**src/rtl/hhmm_timekeeper.sv**
```systemverilog
`default_nettype none
// +--------------------------------------------------------------------------+
// | hhmm_timekeeper: BCD HH:MM:SS time of day with debounced set buttons      |
// | Revision: 1.0                                                             |
// +--------------------------------------------------------------------------+
module hhmm_timekeeper #(
  parameter int unsigned TICK_DIV  = 50000000,
  parameter int unsigned DB_CYCLES = 500000
) (
  input  logic       clk,
  input  logic       reset,
  input  logic       btn_mode,
  input  logic       btn_inc,
  output logic [3:0] h10,
  output logic [3:0] h01,
  output logic [3:0] m10,
  output logic [3:0] m01,
  output logic [3:0] s10,
  output logic [3:0] s01,
  output logic [1:0] mode,
  output logic       blink,
  output logic       sec_pulse
);

  localparam int unsigned     c_PW        = (TICK_DIV > 1) ? $clog2(TICK_DIV) : 1;
  localparam int unsigned     c_DW        = $clog2(DB_CYCLES + 1);
  localparam logic [c_PW-1:0] c_TICK_LAST = c_PW'(TICK_DIV - 1);
  localparam logic [c_PW-1:0] c_HALF      = c_PW'(TICK_DIV / 2);
  localparam logic [c_DW-1:0] c_DB_LAST   = c_DW'(DB_CYCLES - 1);

  typedef enum logic [1:0] {
    ST_RUN     = 2'b00,
    ST_SET_HR  = 2'b01,
    ST_SET_MIN = 2'b10
  } state_t;

  logic [1:0] w_btn_raw;
  logic [1:0] w_evt;
  logic       w_mode_evt;
  logic       w_inc_evt;

  assign w_btn_raw = {btn_inc, btn_mode};

  // Each button: 2-FF synchronizer, then a counter that must see the new level
  // for DB_CYCLES consecutive cycles before the stable level follows it.
  generate
    for (genvar gi = 0; gi < 2; gi++) begin : g_btn
      logic            r_s1;
      logic            r_s2;
      logic            r_stable;
      logic            r_evt;
      logic [c_DW-1:0] r_cnt;

      always_ff @(posedge clk or negedge reset) begin
        if (!reset) begin
          r_s1     <= 1'b0;
          r_s2     <= 1'b0;
          r_stable <= 1'b0;
          r_evt    <= 1'b0;
          r_cnt    <= '0;
        end else begin
          r_s1  <= w_btn_raw[gi];
          r_s2  <= r_s1;
          r_evt <= 1'b0;
          if (r_s2 == r_stable) begin
            r_cnt <= '0;
          end else if (r_cnt == c_DB_LAST) begin
            r_stable <= r_s2;
            r_cnt    <= '0;
            r_evt    <= r_s2;
          end else begin
            r_cnt <= r_cnt + c_DW'(1);
          end
        end
      end

      assign w_evt[gi] = r_evt;
    end
  endgenerate

  assign w_mode_evt = w_evt[0];
  assign w_inc_evt  = w_evt[1];

  function automatic logic [7:0] f_hour_inc(input logic [3:0] t, input logic [3:0] u);
    if (t >= 4'd2 && u >= 4'd3) return 8'h00;
    else if (u >= 4'd9)         return {t + 4'd1, 4'd0};
    else                        return {t, u + 4'd1};
  endfunction

  function automatic logic [7:0] f_sexa_inc(input logic [3:0] t, input logic [3:0] u);
    if (u >= 4'd9) return (t >= 4'd5) ? 8'h00 : {t + 4'd1, 4'd0};
    else           return {t, u + 4'd1};
  endfunction

  state_t          r_state, w_state_next;
  logic [c_PW-1:0] r_presc, w_presc_next;
  logic            w_tick;
  logic [3:0]      r_h10, r_h01, r_m10, r_m01, r_s10, r_s01;
  logic [3:0]      w_h10, w_h01, w_m10, w_m01, w_s10, w_s01;
  logic            w_sec;
  logic            r_sec;
  logic            r_blink;

  assign w_tick = (r_presc == c_TICK_LAST);

  always_comb begin
    w_state_next = r_state;
    case (r_state)
      ST_RUN:     if (w_mode_evt) w_state_next = ST_SET_HR;
      ST_SET_HR:  if (w_mode_evt) w_state_next = ST_SET_MIN;
      ST_SET_MIN: if (w_mode_evt) w_state_next = ST_RUN;
      default:    w_state_next = ST_RUN;
    endcase
  end

  // Leaving SET_MIN restarts the second so a full second elapses before the first tick.
  always_comb begin
    w_presc_next = r_presc + c_PW'(1);
    if ((r_state == ST_SET_MIN && w_mode_evt) || w_tick) w_presc_next = '0;
  end

  always_comb begin
    w_h10 = r_h10;
    w_h01 = r_h01;
    w_m10 = r_m10;
    w_m01 = r_m01;
    w_s10 = r_s10;
    w_s01 = r_s01;
    w_sec = 1'b0;
    if (r_state == ST_RUN && w_tick && !w_mode_evt) begin
      w_sec          = 1'b1;
      {w_s10, w_s01} = f_sexa_inc(r_s10, r_s01);
      if (r_s10 >= 4'd5 && r_s01 >= 4'd9) begin
        {w_m10, w_m01} = f_sexa_inc(r_m10, r_m01);
        if (r_m10 >= 4'd5 && r_m01 >= 4'd9) {w_h10, w_h01} = f_hour_inc(r_h10, r_h01);
      end
    end else if (r_state == ST_SET_HR && w_inc_evt && !w_mode_evt) begin
      {w_h10, w_h01} = f_hour_inc(r_h10, r_h01);
    end else if (r_state == ST_SET_MIN && w_inc_evt && !w_mode_evt) begin
      {w_m10, w_m01} = f_sexa_inc(r_m10, r_m01);
    end else if (r_state == ST_SET_MIN && w_mode_evt) begin
      w_s10 = 4'd0;
      w_s01 = 4'd0;
    end
  end

  always_ff @(posedge clk or negedge reset) begin
    if (!reset) begin
      r_state <= ST_RUN;
      r_presc <= '0;
      r_h10   <= 4'd0;
      r_h01   <= 4'd0;
      r_m10   <= 4'd0;
      r_m01   <= 4'd0;
      r_s10   <= 4'd0;
      r_s01   <= 4'd0;
      r_sec   <= 1'b0;
      r_blink <= 1'b0;
    end else begin
      r_state <= w_state_next;
      r_presc <= w_presc_next;
      r_h10   <= w_h10;
      r_h01   <= w_h01;
      r_m10   <= w_m10;
      r_m01   <= w_m01;
      r_s10   <= w_s10;
      r_s01   <= w_s01;
      r_sec   <= w_sec;
      r_blink <= (w_state_next == ST_SET_HR || w_state_next == ST_SET_MIN) &&
                 (w_presc_next < c_HALF);
    end
  end

  assign h10       = r_h10;
  assign h01       = r_h01;
  assign m10       = r_m10;
  assign m01       = r_m01;
  assign s10       = r_s10;
  assign s01       = r_s01;
  assign mode      = r_state;
  assign blink     = r_blink;
  assign sec_pulse = r_sec;

endmodule
`default_nettype wire

```
**config.mk**
```make
export PLATFORM = sky130hd
export DESIGN_NAME = hhmm_timekeeper
export DESIGN_NICKNAME = d
export VERILOG_FILES = /design/src/rtl/hhmm_timekeeper.sv
export SDC_FILE = /design/constraint.sdc
export NUM_CORES = 1
export LEC_CHECK = 0
export ABC_AREA = 1
export BUFFER_PORTS_ARGS = -buffer_cell sky130_fd_sc_hd__clkbuf_2
export CAP_MARGIN = 20
export CELL_PAD_IN_SITES_DETAIL_PLACEMENT = 2
export CELL_PAD_IN_SITES_GLOBAL_PLACEMENT = 2
export CORE_ASPECT_RATIO = 0.75
export CORE_MARGIN = 4
export CORE_UTILIZATION = 40
export CTS_CLUSTER_SIZE = 28
export DETAILED_ROUTE_END_ITERATION = 8
export PLACE_DENSITY = 0.85
export SETUP_SLACK_MARGIN = 0.05
export SKIP_LAST_GASP = 1
export SLEW_MARGIN = 20
export SYNTH_ARGS = -nofsm -noshare
export SYNTH_HDL_FRONTEND = slang
export SYNTH_SLANG_ARGS = --single-unit
```
**constraint.sdc**
```tcl
create_clock -name clk -period 4 [get_ports clk]
set_input_delay 0.8 -clock clk [delete_from_list [all_inputs] [get_ports clk]]
set_output_delay 0.8 -clock clk [all_outputs]
set_load 0.01 [all_outputs]
```
==> results.py <==
metrics = {
    "run_status": {
        "status": "completed",
    },
    "yosys": {
        "synth_edf_count": 0,
        "ys.flop_type": "dfrtp_1",
        "synthArstFlopShare": 1.00,
        "synth_most_common_cell": "nand2_1",
        "syn_nets": 752,
        "ys_seq_area_frac": 0.439,
        "synth_top_area_cell": "dfrtp_1",
        "ys_top_cells_by_area": "dfrtp_1 44%, nand2_1 10%, inv_1 7.2%",
        "netlist_instances": 728,
        "netlist_top_cells_count": "154 x nand2_1, 109 x inv_1, 105 x nor2_1",
        "synth_top_area_frac": 0.439,
        "synth_area_sq_mm": 0.00570,
        "ys_ff_latch": 100,
        "ys_warn_count": 0,
        "avgSynthCellArea_sq_um": 7.84,
        "ys_types": 42,
    },
    "sta": {
        "min_period_ps": 2380,
        "slew_headroom": 0.459,
        "fin_crit_sh": 0.595,
        "totalNegativeSetupSlack_ps": 0,
        "hold_viol_final": 0,
        "skew_ps": 8.89,
        "max_slew.worst_pin.slew_ps": 811,
        "finalSetupViolations": 0,
        "slew_violations": 0,
        "max_clock_freq_mhz": 420,
        "rsz0062_at_grt": "no",
    },
    "cells_and_area": {
        "fin_cells": 950,
        "syn_to_final_growth_pct": 12.0,
        "drive_gt1_frac": 0.133,
        "finalNetCount": 794,
        "diodes": 0,
        "fin_area_sq_mm": 0.00639,
        "final_util": 0.462,
    },
    "clock_network": {
        "clock_latency_ps": 360,
        "cts_tree": "done",
        "post_cts_resize_count": 0,
        "htreeDepth": 3,
        "numCtsBuffers": 9,
        "clock_sinks": 100,
        "clock_path_buffers": 2,
        "root_buffer": "clkbuf_16",
        "postCtsSetupRepairBufs": 0,
        "cts_hold_buf": 0,
        "clkTransAtPathRegs_ps": 80,
    },
    "critical_path": {
        "cp-start-kind": "register",
        "slowest_stage": "nor4b_1",
        "arrival_ps": 2600,
        "cp_common_cell": "nor2_1",
        "crit_fanout": 8,
        "required_ps": 4220,
        "critPathKind": "reg2reg",
        "endpoint_kind": "register",
        "max_stage_delay_ps": 650,
        "critPathTopFamily": "simple AND/OR/NAND/NOR gates",
        "path_buf_inv": 1,
        "cp_cell_sequence": "ha_1, nand3_1, nor2_1, nor4b_1, nor2_1, inv_1, a211oi_1",
    },
    "global_route": {
        "grt_start_max_net_pins": 57,
        "grt_overflow_total": 0,
        "grt_pass1_vias": 5788,
        "antenna_found_initial": 0,
        "grt_pass1_wl_microns": 30600,
        "grt.total_usage": 0.234,
    },
    "pwr": {
        "pwr_density_cell_mw_per_mm2": 313,
        "power_leakage_nw": 3.13,
        "peakVddDrop_mv": 0.207,
    },
    "route": {
        "drt_wl_total_microns": 18300,
        "via_per_inst": 5.37,
        "wl_per_cell_microns": 19.2,
        "drt_iter0_drc": 207,
        "drc": 0,
        "postRouteAntennaNets": 0,
        "vias": 5104,
        "drt_pass1_iterations": 4,
    },
    "floorplanning": {
        "ios": 32,
        "placeableCoreArea_sq_mm": 0.0138,
        "die_w_microns": 146,
        "start_util": 0.412,
        "die_area_sq_mm": 0.0163,
        "die_y_microns": 111,
        "std_cell_rows": 37,
    },
    "placed_design": {
        "dp.cells": 934,
        "hpwl_microns": 13800,
        "place_area_sq_mm": 0.00608,
        "routabilityCongestion": 0.847,
        "port_buffers": 31,
    },
    "worst_hold_path": {
        "hold_path.class": "reg2reg",
    },
    "run": {
        "maxCapViolCount": 0,
    },
}
## worst reg2reg max path: cells and delay by family, from the launching register on
kind,cells,cell delay (ps)
compound gates,1,120
fa+ha+maj,1,200
flops,1,380
simple gates,4,1220
buf+inv,1,330
## registers in the layout, indices dropped and copies added (netlist names)
| signal | flops |
|---|---|
| g_btn.r_cnt | 38 |
| r_presc | 26 |
| h01 | 4 |
| h10 | 4 |
| m01 | 4 |
| m10 | 4 |
| s01 | 4 |
| s10 | 4 |
| g_btn.r_evt | 2 |
| g_btn.r_s1 | 2 |
| g_btn.r_s2 | 2 |
| g_btn.r_stable | 2 |
| mode | 2 |
| blink | 1 |
| sec_pulse | 1 |
## metrics by stage
stage | power (mW) | hold slack, ps | setup slack [ps]
floorplan | 1.06 | 331 | 2190
global placement | 1.09 | 349 | 1770
detailed placement | 1.09 | 354 | 1670
CTS | 2.03 | 372 | 1640
global route | 2.08 | 374 | 1440
finish | 2.00 | 366 | 1620
## report_power, final
group          internal [mW]  total (mW)  switching [mW]  leakage, nW
clock                  0.496       0.934           0.438        0.149
combinational        0.00925      0.0456          0.0363         1.61
sequential              1.02        1.02         0.00499         1.37
total                   1.52        2.00           0.479         3.13
## layout by cell type (no fill, tap or decap), types with 15 or more instances in the layout
master    Yosys  final
nor2_1      105    105
nand3_1      39     39
a21oi_1      27     27
inv_1       109    109
ha_1         20     20
o21ai_0      18     18
xor2_1       16     16
dfrtp_1     100    100
nand2_1     154    154
nor3_1       21     21
nand4_1      18     18
o21ai_1      15     15
clkbuf_2      0     30
## path summary, 6_finish.rpt
check                             startpoint                 to  slack [ps]  cells after the start
setup / recovery           g_btn[0].r_cnt[0]  g_btn[0].r_cnt[8]        1620                      7
hold / removal                 g_btn[1].r_s1      g_btn[1].r_s2         370                      0
setup reg to reg           g_btn[0].r_cnt[0]  g_btn[0].r_cnt[8]        1620                      7
hold reg to reg                g_btn[1].r_s1      g_btn[1].r_s2         370                      0
max in group asynchronous              reset             s10[3]        2640                      2
min in group asynchronous              reset         r_presc[1]         520                      1
## layout make-up
cell class,instances,area (sq um)
fill,1602,7450
multi-input combinational,506,2730
sequential,100,2500
inverter,120,453
clock buffer,9,225
tap,175,219
timing repair buffer,33,173
clock inverter,7,85.1
## layer usage
metal	vias up	global-route usage	routed length [microns]
li1	2386	-	-
met1	2619	0.305	8570
met2	76	0.408	8960
met3	23	0.0370	477
met4	0	0.0569	261
met5	-	0	0
## cell families after synthesis
kind of cell	share of synthesized area
xor+xnor	0.0368
compound gates	0.0787
flops	0.439
fa+ha+maj	0.0439
buf+inv	0.0820
simple gates	0.320
(Power assumes the default switching activity.)
